==> config.mk <==
export PLATFORM = sky130hd
export DESIGN_NAME = cpu_run_ctrl
export DESIGN_NICKNAME = d
export VERILOG_FILES = /design/src/rtl/cpu_run_ctrl.sv
export SDC_FILE = /design/constraint.sdc
export NUM_CORES = 1
export LEC_CHECK = 0
export CORE_AREA = 2 2 58 60
export DETAILED_ROUTE_END_ITERATION = 10
export DIE_AREA = 0 0 60 62
export PLACE_DENSITY = 0.7
export SLEW_MARGIN = 20
export SYNTH_ARGS = -nofsm -noshare
export SYNTH_HDL_FRONTEND = slang
export SYNTH_SLANG_ARGS = --single-unit
==> constraint.sdc <==
create_clock -name clk -period 1.6 [get_ports clk]
set_clock_uncertainty 0.2 [all_clocks]
set_input_delay 0.24 -clock clk [delete_from_list [all_inputs] [get_ports clk]]
set_output_delay 0.24 -clock clk [all_outputs]
set_load 0.005 [all_outputs]
==> src/rtl/cpu_run_ctrl.sv <==
// Run/load sequencer between the program RAM and the SAP core: owns CPU reset and
// clock-enable, and arbitrates the single RAM port between the byte loader and the CPU.
//
// state  | meaning
// IDLE   | CPU held in reset, loader registers own the RAM port
// LOAD   | accepting loader bytes at the load pointer
// RUN    | CPU out of reset, clock-enable pulsed every CLK_DIV cycles
// HALTED | CPU stopped but out of reset so its state stays observable
module cpu_run_ctrl #(
   parameter int ADDR_W  = 4,
   parameter int DATA_W  = 8,
   parameter int CLK_DIV = 4
) (
   input  logic              clk,
   input  logic              reset_n_i,
   input  logic              ld_start_i,
   input  logic              ld_valid_i,
   input  logic [DATA_W-1:0] ld_data_i,
   output logic              ld_ready_o,
   input  logic              run_i,
   input  logic              pause_i,
   input  logic              cpu_halt_i,
   input  logic              cpu_we_i,
   input  logic [ADDR_W-1:0] cpu_addr_i,
   input  logic [DATA_W-1:0] cpu_data_i,
   output logic              mem_we_o,
   output logic [ADDR_W-1:0] mem_addr_o,
   output logic [DATA_W-1:0] mem_data_o,
   output logic              cpu_reset_o,
   output logic              cpu_clk_en_o,
   output logic [1:0]        state_o
);

   typedef enum logic [1:0] {
      S_IDLE   = 2'd0,
      S_LOAD   = 2'd1,
      S_RUN    = 2'd2,
      S_HALTED = 2'd3
   } state_t;

   localparam int DIV_W = (CLK_DIV > 1) ? $clog2(CLK_DIV) : 1;
   localparam logic [DIV_W-1:0]  DIV_LAST = DIV_W'(CLK_DIV - 1);
   localparam logic [ADDR_W-1:0] PTR_LAST = '1;

   state_t              state_q, state_d;
   logic [ADDR_W-1:0]   ptr_q, ptr_d;
   logic [DIV_W-1:0]    div_q, div_d;
   logic                wr_we_q, wr_we_d;
   logic [ADDR_W-1:0]   wr_addr_q, wr_addr_d;
   logic [DATA_W-1:0]   wr_data_q, wr_data_d;
   logic                cpu_reset_q, cpu_reset_d;
   logic                clk_en_q, clk_en_d;
   logic                ld_accept;

   always_ff @(posedge clk or negedge reset_n_i) begin
      if (!reset_n_i) begin
         state_q     <= S_IDLE;
         ptr_q       <= '0;
         div_q       <= '0;
         wr_we_q     <= 1'b0;
         wr_addr_q   <= '0;
         wr_data_q   <= '0;
         cpu_reset_q <= 1'b1;
         clk_en_q    <= 1'b0;
      end else begin
         state_q     <= state_d;
         ptr_q       <= ptr_d;
         div_q       <= div_d;
         wr_we_q     <= wr_we_d;
         wr_addr_q   <= wr_addr_d;
         wr_data_q   <= wr_data_d;
         cpu_reset_q <= cpu_reset_d;
         clk_en_q    <= clk_en_d;
      end
   end

   // A restart pulse in LOAD takes the cycle, so a byte offered alongside it is dropped.
   assign ld_accept = (state_q == S_LOAD) && ld_valid_i && !ld_start_i;

   always_comb begin
      state_d   = state_q;
      ptr_d     = ptr_q;
      div_d     = div_q;
      wr_we_d   = 1'b0;
      wr_addr_d = wr_addr_q;
      wr_data_d = wr_data_q;
      unique case (state_q)
         S_IDLE: begin
            if (ld_start_i) begin
               state_d = S_LOAD;
               ptr_d   = '0;
            end else if (run_i) begin
               state_d = S_RUN;
               div_d   = '0;
            end
         end
         S_LOAD: begin
            if (ld_start_i) begin
               ptr_d = '0;
            end else if (ld_accept) begin
               wr_we_d   = 1'b1;
               wr_addr_d = ptr_q;
               wr_data_d = ld_data_i;
               ptr_d     = ptr_q + 1'b1;
               if (ptr_q == PTR_LAST) state_d = S_IDLE;
            end
         end
         S_RUN: begin
            if (ld_start_i) begin
               state_d = S_LOAD;
               ptr_d   = '0;
            end else if (cpu_halt_i) begin
               state_d = S_HALTED;
            end else if (!pause_i) begin
               div_d = (div_q == DIV_LAST) ? '0 : div_q + 1'b1;
            end
         end
         S_HALTED: begin
            if (ld_start_i) begin
               state_d = S_LOAD;
               ptr_d   = '0;
            end else if (run_i) begin
               state_d = S_IDLE;
            end
         end
         default: state_d = S_IDLE;
      endcase
      cpu_reset_d = (state_d == S_IDLE) || (state_d == S_LOAD);
      clk_en_d    = (state_q == S_RUN) && (state_d == S_RUN) && !pause_i && (div_q == DIV_LAST);
   end

   always_comb begin
      ld_ready_o   = (state_q == S_LOAD);
      cpu_reset_o  = cpu_reset_q;
      state_o      = state_q;
      cpu_clk_en_o = clk_en_q && (state_q == S_RUN) && !pause_i && !cpu_halt_i;
      if ((state_q == S_IDLE) || (state_q == S_LOAD)) begin
         mem_we_o   = wr_we_q;
         mem_addr_o = wr_addr_q;
         mem_data_o = wr_data_q;
      end else begin
         mem_we_o   = cpu_we_i;
         mem_addr_o = cpu_addr_i;
         mem_data_o = cpu_data_i;
      end
   end

endmodule
Word-level counts from Yosys, hierarchy flattened
Cells that the tools add are included.
{"block": "totals", "reg_bits": 23, "inputBits": 28, "out_inout_bits": 18, "wordCells": 72}
{"block": "classes", "n_addsub": 2, "eq_ne": 14, "n_mux": 27, "bitwise_logic": 1, "n_reduce_logical": 20}
{"cell": "2-to-1 mux 2 bit", "n": 15}
{"cell": "2-to-1 mux 4 bit", "n": 4}
{"cell": "inequality test 2 bit (second input constant)", "n": 5}
{"cell": "equality test 2 bit (second input constant)", "n": 4}
{"cell": "logical AND 1 bit", "n": 8}
{"cell": "2-to-1 mux 8 bit", "n": 1}
{"cell": "case mux 2 bit (4 select lines)", "n": 1}
{"cell": "case mux 4 bit (2 select lines)", "n": 1}
{"cell": "AND reduction 6 bit", "n": 1}
{"cell": "adder 4 x 1 -> 4 bit (second input constant)", "n": 1}
{"cell": "equality test 2 x 1 -> 1 bit (second input constant)", "n": 2}
{"cell": "equality test 4 bit (second input constant)", "n": 1}
{"cell": "logical NOT 2 bit", "n": 2}
{"cell": "2-to-1 mux 1 bit", "n": 4}
{"cell": "case mux 2 bit (2 select lines)", "n": 1}
{"cell": "logical NOT 1 bit", "n": 3}
{"cell": "inequality test 3 x 2 -> 1 bit (second input constant)", "n": 1}
{"cell": "AND reduction 3 bit", "n": 1}
{"cell": "OR reduction 3 bit", "n": 1}
{"cell": "adder 2 x 1 -> 2 bit (second input constant)", "n": 1}
{"cell": "logical OR 1 bit", "n": 2}
{"cell": "inequality test 2 x 1 -> 1 bit (second input constant)", "n": 1}
{"cell": "AND reduction 2 bit", "n": 1}
{"cell": "nonzero test 2 bit", "n": 1}
{"cell": "inverter 1 bit", "n": 1}

Longest topological paths before layout
Gate-level depths: netlist of the first run.
{"block": "depth", "ltp_word": 10, "depth_mapped": 5, "mapped_depth_nobuf": 4}

Least setup slack after synthesis of the first run
No wires, ideal clock.
{"block": "synth_path", "path_type": "register to register", "start": "reg state_q[0] (netlist: state_o[0])", "end": "reg wr_data_q[0]", "setup_time_ns": 0.125, "arrival_ns": 1.337, "setup_slack_ns": -0.062, "stages_incl_launch_ff": 6, "n_path_buf": 2, "period_less_slack_ns": 1.662, "path_cell_list": "dfrtp_1 > buf_4 > nand3b_1 > nor2_2 > buf_4 > mux2_2"}
{"block": "synth_between", "elab_chain_len": 4}
{"item": "start: declaration", "line": "45", "text": "state_t state_q, state_d;"}
{"item": "start signal: assignment", "line": "66", "text": "state_q <= state_d;"}
{"item": "equality test 2 x 1 -> 1 bit (*)", "line": "78, 87"}
{"item": "logical AND 1 bit (2 in series)", "line": "78", "text": "assign ld_accept = (state_q == S_LOAD) && ld_valid_i && !ld_start_i;"}
{"item": "AND reduction 3 bit (no source line) (*)"}
{"item": "end signal: assignment", "line": "71", "text": "wr_data_q <= wr_data_d;"}
{"item": "end: declaration", "line": "50", "text": "logic [DATA_W-1:0] wr_data_q, wr_data_d;"}
Mark *: on every way between the ends. The rest lies on a longest branch, timed or not.
A chain may end at the register's enable or synchronous reset.

Worst setup path after layout of the first run
{"block": "layout_path", "start": "reg state_q[1] (netlist: state_o[1])", "end": "reg wr_addr_q[2]"}
{"block": "layout_between", "elab_chain_len": 4}
{"item": "equality test 2 x 1 -> 1 bit (*)", "line": "78, 87"}
{"item": "logical AND 1 bit (2 in series)", "line": "78"}
{"item": "AND reduction 3 bit (no source line) (*)"}
{"item": "end signal: assignment", "line": "70", "text": "wr_addr_q <= wr_addr_d;"}
{"item": "end: declaration", "line": "49", "text": "logic [ADDR_W-1:0] wr_addr_q, wr_addr_d;"}
Marks and branches as above.

==> results.py, run 1 <==
metrics = {
    "run_status": {
        "status": "complete, but fails checks",
        "failed_checks": "negative setup slack",
    },
    "clock_tree": {
        "insertion_delay_ns": 0.30,
        "cts_buffer_depth": 2,
        "root_buffer": "clkbuf_4",
        "cts_hold_buf": 0,
        "cts_buffers": 3,
        "cts_tree": "yes",
        "clkSlewWorstSetupHoldPaths_ns": 0.13,
        "htree_levels": 1,
        "clock_sinks": 23,
    },
    "detailed_routing": {
        "route.detailed.drc": 0,
        "wl_per_cell_microns": 14.17,
        "via_per_inst": 4.591,
        "dr.pass1.iters": 4,
        "ant_nets": 0,
        "wl_microns": 2877,
        "vias": 932,
        "drtIter0Drc": 22,
    },
    "finish": {
        "nets": 188,
        "num_antenna_cells": 0,
        "syn_to_final_growth_pct": 75.31,
        "layout.cells.non_filler": 203,
        "final_area_sq_mm": 0.001954,
        "drive_gt1_share_pct": 50.32,
    },
    "worst_setup_path": {
        "critPathKind": "reg -> reg",
        "cp-start-kind": "register",
        "cpPeakStageDelay_ns": 0.45,
        "crit_top_cell": "buf_6",
        "slowest_stage": "dfrtp_1",
        "critPathCaptureType": "register",
        "critical-path-top-delay-family": "buffers and inverters",
        "crit_arrival_ns": 2.00,
        "crit_buf_inv": 4,
        "critPathMaxFanout": 7,
        "cp.required_ns": 1.61,
        "cp_cell_sequence": "buf_4, buf_6, buf_6, nand3b_1, nor2_2, buf_6, mux2_2",
    },
    "flow_run": {
        "drv_cap": 0,
    },
    "timing": {
        "setup_ws_ns": -0.3967,
        "max-slew-margin-rel_pct": 80.26,
        "fmax_mhz": 500.8,
        "tns_ns": -10.33,
        "rsz0062_at_grt": "true",
        "period_minus_slack_ns": 1.997,
        "finalHoldViolations": 0,
        "setup_viol": 38,
        "final_max_slew_viol_count": 0,
        "tightest_slew_ns": 0.2961,
        "fin_crit_sh_pct": 124.8,
    },
    "yosys": {
        "synth.largest_area_cell": "dfrtp_1",
        "synthCells": 86,
        "synth_edf_count": 0,
        "syn_nets": 116,
        "avgSynthCellArea_sq_um": 12.96,
        "synth_common_cells": "25 x mux2_2, 22 x dfrtp_1, 5 x nor2_1, 3 x a21oi_1",
        "async_flop_share_pct": 100.0,
        "yosysTopAreaCellShare_pct": 49.38,
        "synth_cell_types": 29,
        "ys.flop_type": "dfrtp_1",
        "synth_warnings": 0,
        "synth-seq-area-share_pct": 51.74,
        "synth.most_common_cell": "mux2_2",
        "ys_seq_elements": 23,
        "synthTopCellsByArea": "dfrtp_1 49%, mux2_2 25%, dfstp_2 2.4%",
        "syn_area_sq_mm": 0.001115,
    },
    "power_and_ir_drop": {
        "cellLeakagePower_nw": 0.9050,
        "power.density_mw_per_mm2": 770.8,
        "peakVddDrop_uv": 395.9,
    },
    "global_route": {
        "grt_pass1_wl_microns": 4747,
        "grt_use_total_pct": 17.52,
        "grt_pass1_vias": 1019,
        "antenna_found_initial": 0,
        "globalRoute.totalOverflow": 0,
        "grt_max_degree": 24,
    },
    "placement": {
        "place_hpwl_microns": 1855,
        "place_inst": 185,
        "place_congestion": 0.6987,
        "place_area_sq_mm": 0.001685,
        "numPortBuffers": 45,
    },
    "die": {
        "num_rows": 21,
        "io_pins": 46,
        "core_area_sq_mm": 0.003179,
        "start_util_pct": 35.06,
        "die-area_sq_mm": 0.003720,
        "die_w_microns": 60,
        "die_h_microns": 62,
    },
    "min_path": {
        "hold_path.class": "in -> async",
    },
}
flip-flops by register name (all words and copies together) (netlist names):
name         cells
div_q            2
wr_addr_q        4
wr_we_q          1
ptr_q            4
cpu_reset_o      1
state_o          2
wr_data_q        8
clk_en_q         1
metal layers:
layer	vias to the layer above	part of all wire [%]	track usage, %
li1	451	-	-
met4	0	1.5	9.206
met3	4	5.2	2.277
met2	35	47	27.02
met1	442	46	24.15
met5	-	0	0
what timing repair did:
| action | 4_1_cts | 5_1_grt |
|---|---|---|
| gates cloned | 1 | 0 |
| setup buffers | 14 | 1 |
| hold endpoints to repair | 0 | 0 |
| pin swaps | 6 | 3 |
| setup endpoints to repair | 34 | 39 |
| gates resized for setup | 106 | 11 |
worst paths after layout:
kind	startpoint	endpoint	slack, ns	cells past startpoint
worst max-delay path	state_o[1]	wr_addr_q[2]	-0.40	7
worst min-delay path	reset_n_i	wr_addr_q[2]	0.08	2
worst max register to register	state_o[1]	wr_addr_q[2]	-0.40	7
worst min register to register	wr_data_q[1]	wr_data_q[1]	0.32	1
max in group asynchronous	reset_n_i	cpu_reset_o	0.83	2
min in group clk	wr_data_q[1]	wr_data_q[1]	0.32	1
metrics by stage:
step | util, % | hold WS [ns] | setup WS (ns) | power, W
floorplan | - | -0.2556 | -0.06194 | 0.0008814
global placement | 53.01 | 0.2870 | -0.6103 | 0.001135
detailed placement | 53.01 | 0.2919 | -0.6475 | 0.001143
CTS | 60.61 | 0.08269 | -0.3622 | 0.001513
global route | 61.47 | 0.07320 | -0.4503 | 0.001623
finish | 61.47 | 0.08306 | -0.3967 | 0.001506
cell usage in the layout, fill, tap and decap left out:
master           netlist  routed
a211o_1                2       2
a21oi_1                3       2
a21oi_2                0       1
a221o_1                1       1
a22o_1                 2       2
and2_1                 1       1
buf_2                  1       2
buf_4                  2      13
buf_6                  1      26
buf_8                  0       1
clkbuf_1               1       1
clkbuf_2               0       1
clkbuf_4               0       3
clkdlybuf4s50_1        0      27
dfrtp_1               22      22
dfstp_2                1       1
dlygate4sd2_1          0       2
ha_1                   2       2
inv_1                  1       1
mux2_2                25      11
mux2_4                 0      14
nand2_1                1       1
nand2b_1               1       1
nand3_1                2       2
nand3b_1               1       1
nand4_1                1       1
nand4b_1               1       1
nor2_1                 5       4
nor2_2                 1       2
nor2b_4                0       1
nor3_4                 0       1
nor3b_2                0       1
o21ai_1                0       1
or3_1                  1       1
or3b_4                 1       1
xor2_1                 2       2
cell families (layout without fill, tap and decap cells):
group                      after synthesis  count (layout)  synth area share (%)
DFF                                     23              23                 51.74
and+or+nand+nor                         19              19                 9.879
buffers and inverters                    6              77                 3.478
AOI/OAI and AO/OA                        9               9                 5.836
xor gates and xnor gates                 2               2                 1.572
muxes                                   25              25                 25.25
adders and majority gates                2               2                 2.244
cell type report:
| type | count | area [sq um] |
|---|---|---|
| Tap cell | 46 | 57.56 |
| Fill cell | 254 | 1225 |
| Clock buffer | 4 | 26.28 |
| Inverter | 1 | 3.754 |
| Sequential cell | 23 | 576.8 |
| Timing Repair Buffer | 72 | 708.2 |
| Multi-Input combinational cell | 57 | 581.8 |
worst reg2reg max path, cell delays in order, from the launching register on:
cell and delay (ns):
dfrtp_1 0.45, buf_4 0.16, buf_6 0.12, buf_6 0.11, nand3b_1 0.19, nor2_2 0.18, buf_6 0.16, mux2_2 0.33
where the power goes:
| part | internal [W] | switching, W | total [W] |
|---|---|---|---|
| logic | 0.000382 | 0.000168 | 0.000550 |
| clock network | 0.0000971 | 0.000166 | 0.000263 |
| registers | 0.000652 | 0.0000413 | 0.000693 |
(Power assumes the default switching activity.)
==> run 2, diff against run 1 <==
--- a/config.mk
+++ b/config.mk
@@ -5,10 +5,11 @@
 export SDC_FILE = /design/constraint.sdc
 export NUM_CORES = 1
 export LEC_CHECK = 0
-export CORE_AREA = 2 2 58 60
+export CORE_AREA = 2 2 65 52
+export CTS_BUF_LIST = sky130_fd_sc_hd__clkbuf_4
 export DETAILED_ROUTE_END_ITERATION = 10
-export DIE_AREA = 0 0 60 62
-export PLACE_DENSITY = 0.7
+export DIE_AREA = 0 0 67 54
+export PLACE_DENSITY = 0.73
 export SLEW_MARGIN = 20
 export SYNTH_ARGS = -nofsm -noshare
 export SYNTH_HDL_FRONTEND = slang
==> results.py, run 2 (same netlist as run 1, synthesis figures left out) <==
metrics = {
    "run_status": {
        "status": "complete, but fails checks",
        "failed_checks": "negative setup slack",
    },
    "worst_setup_path": {
        "crit_path_start": "state_o[1]",
        "cp-start-kind": "register",
        "r2r_slack_ns": -0.31,
        "worstSetupEndpoint": "cpu_clk_en_o",
        "worstRegToRegCells": 6,
        "crit_arrival_ns": 1.48,
        "r2r_start": "state_o[1]",
        "cp.required_ns": 1.16,
        "critPathCaptureType": "output pin",
        "r2r-end": "div_q[1]",
        "critPathKind": "reg -> out",
        "critPathMaxFanout": 3,
    },
    "timing": {
        "final_max_slew_viol_count": 0,
        "period_minus_slack_ns": 1.918,
        "setup_viol": 31,
        "finalHoldViolations": 0,
        "setup_ws_ns": -0.3177,
        "fin_crit_sh_pct": 119.9,
        "max-slew-margin-rel_pct": 75.94,
        "tns_ns": -6.200,
        "tightest_slew_ns": 0.3597,
        "rsz0062_at_grt": "true",
        "fmax_mhz": 521.4,
    },
    "detailed_routing": {
        "drtIter0Drc": 29,
        "highest_layer": "met4",
        "m1WireLength_microns": 1221,
        "wl_met3_microns": 112,
        "ant_nets": 0,
        "wl_per_cell_microns": 14.16,
        "wl_met2_microns": 1339,
        "wl_microns": 2719,
        "dr.pass1.iters": 4,
        "vias": 932,
        "via_per_inst": 4.854,
        "route.detailed.drc": 0,
    },
    "finish": {
        "largest-register": "wr_data_q",
        "reg_top3": "wr_data_q x8, ptr_q x4, wr_addr_q x4",
        "final_area_sq_mm": 0.001877,
        "regArea_sq_um": 579.3,
        "final_cell_mix": "27 x clkdlybuf4s50_1, 20 x dfrtp_1, 16 x mux2_4, 14 x buf_4",
        "finish.utilization_pct": 61.27,
        "nets": 183,
        "multi_input_area_sq_um": 586.8,
        "num_antenna_cells": 0,
        "fill_cells": 251,
        "syn_to_final_growth_pct": 68.35,
        "drive_gt1_share_pct": 49.34,
        "largest_register_ffs": 8,
        "layout_commonest_cell": "clkdlybuf4s50_1",
    },
    "die": {
        "die-area_sq_mm": 0.003618,
        "start_util_pct": 36.40,
        "die_h_microns": 54,
        "core_area_sq_mm": 0.003063,
        "die_w_microns": 67,
        "num_rows": 18,
        "io_pins": 46,
    },
    "clock_tree": {
        "cts_tree": "yes",
        "cts_buffer_depth": 2,
        "cts_buffers": 3,
        "clkSlewWorstSetupHoldPaths_ns": 0.13,
        "insertion_delay_ns": 0.32,
        "htree_levels": 1,
        "root_buffer": "clkbuf_4",
        "clock_sinks": 23,
    },
    "global_route": {
        "antenna_found_initial": 0,
        "globalRoute.totalOverflow": 0,
        "grt_max_degree": 19,
        "grt_pass1_wl_microns": 4347,
        "grt_pass1_vias": 927,
        "grt_use_total_pct": 16.35,
    },
    "power_and_ir_drop": {
        "clockPowerShare_pct": 19.5,
        "netSwitchingFraction_pct": 25.12,
        "power.density_mw_per_mm2": 790.1,
        "power.total_w": 0.001483,
        "switching_power_w": 0.0003725,
        "comb_power_share_pct": 33.7,
        "p_int_w": 0.001110,
        "peakVddDrop_uv": 578.2,
        "pwr-share-seq_pct": 46.8,
        "cellLeakagePower_nw": 0.8752,
    },
    "min_path": {
        "hold_path.class": "reg -> reg",
    },
    "placement": {
        "numPortBuffers": 45,
        "pre_cts_ws_ns": -0.6329,
        "place_area_sq_mm": 0.001688,
        "place_hpwl_microns": 1781,
        "place_congestion": 0.8091,
    },
    "flow_run": {
        "drv_cap": 0,
    },
}
run 2: changes by cell type in the layout (fill, tap and decap cells not counted), moves of 2 or more:
cell     change
mux2_2       -2
dfrtp_2      +2
buf_12       +3
mux2_4       +2
dfrtp_1      -2
buf_6       -16
buf_2        +8
run 2: critical path, cell delays in order, from the launching register on:
cell and delay (ns):
dfrtp_2 0.41, buf_6 0.10, or3b_4 0.37, nor3b_2 0.15, buf_2 0.13
run 2: metrics by stage:
step	hold WS, ns	cells
5_1_grt	0.3046	192
3_5_place_dp	0.2922	177
2_1_floorplan	-0.2556	86
6_report	0.3221	192
4_1_cts	0.3242	191
3_3_place_gp	0.2868	177
run 2: how the worst min path moves through the flow:
stage	from	endpoint	cells after the start
2_1_floorplan	reset_n_i	clk_en_q	0
3_3_place_gp	wr_data_q[7]	wr_data_q[7]	1
3_5_place_dp	wr_data_q[2]	wr_data_q[2]	1
4_1_cts	wr_data_q[2]	wr_data_q[2]	1
5_1_grt	ld_data_i[7]	wr_data_q[7]	2
6_report	wr_data_q[5]	wr_data_q[5]	1
run 2: area by class of cell:
cell class / instances / share of cell area [%]
clock buffers: 4 / 1.600
flip-flops and latches: 23 / 30.87
multi-input cells: 57 / 31.27
well taps: 40 / 2.667
inverters: 1 / 0.2000
repair buffers: 67 / 33.40
run 2: routing by layer:
metal | up-vias | global-route usage (%)
li1 | 445 | -
met1 | 459 | 21.67
met2 | 23 | 26.40
met3 | 5 | 2.929
met4 | 0 | 7.143
met5 | - | 0
run 2: what timing repair did:
action	4_1_cts	5_1_grt
resized for setup	93	14
hold buffers	1	0
pin swaps	5	2
endpoints found under the setup margin	34	37
buffers inserted	8	4
cloned	1	0
hold endpoints to repair	4	0
run 2: power by group through the flow:
stage | clock network [W] | logic [W] | registers [W]
CTS | 0.000303 | 0.000464 | 0.000693
detailed placement | 0 | 0.000443 | 0.000703
finish | 0.000289 | 0.000500 | 0.000694
global placement | 0 | 0.000433 | 0.000701
global route | 0.000331 | 0.000540 | 0.000705
floorplan | 0 | 0.000190 | 0.000691
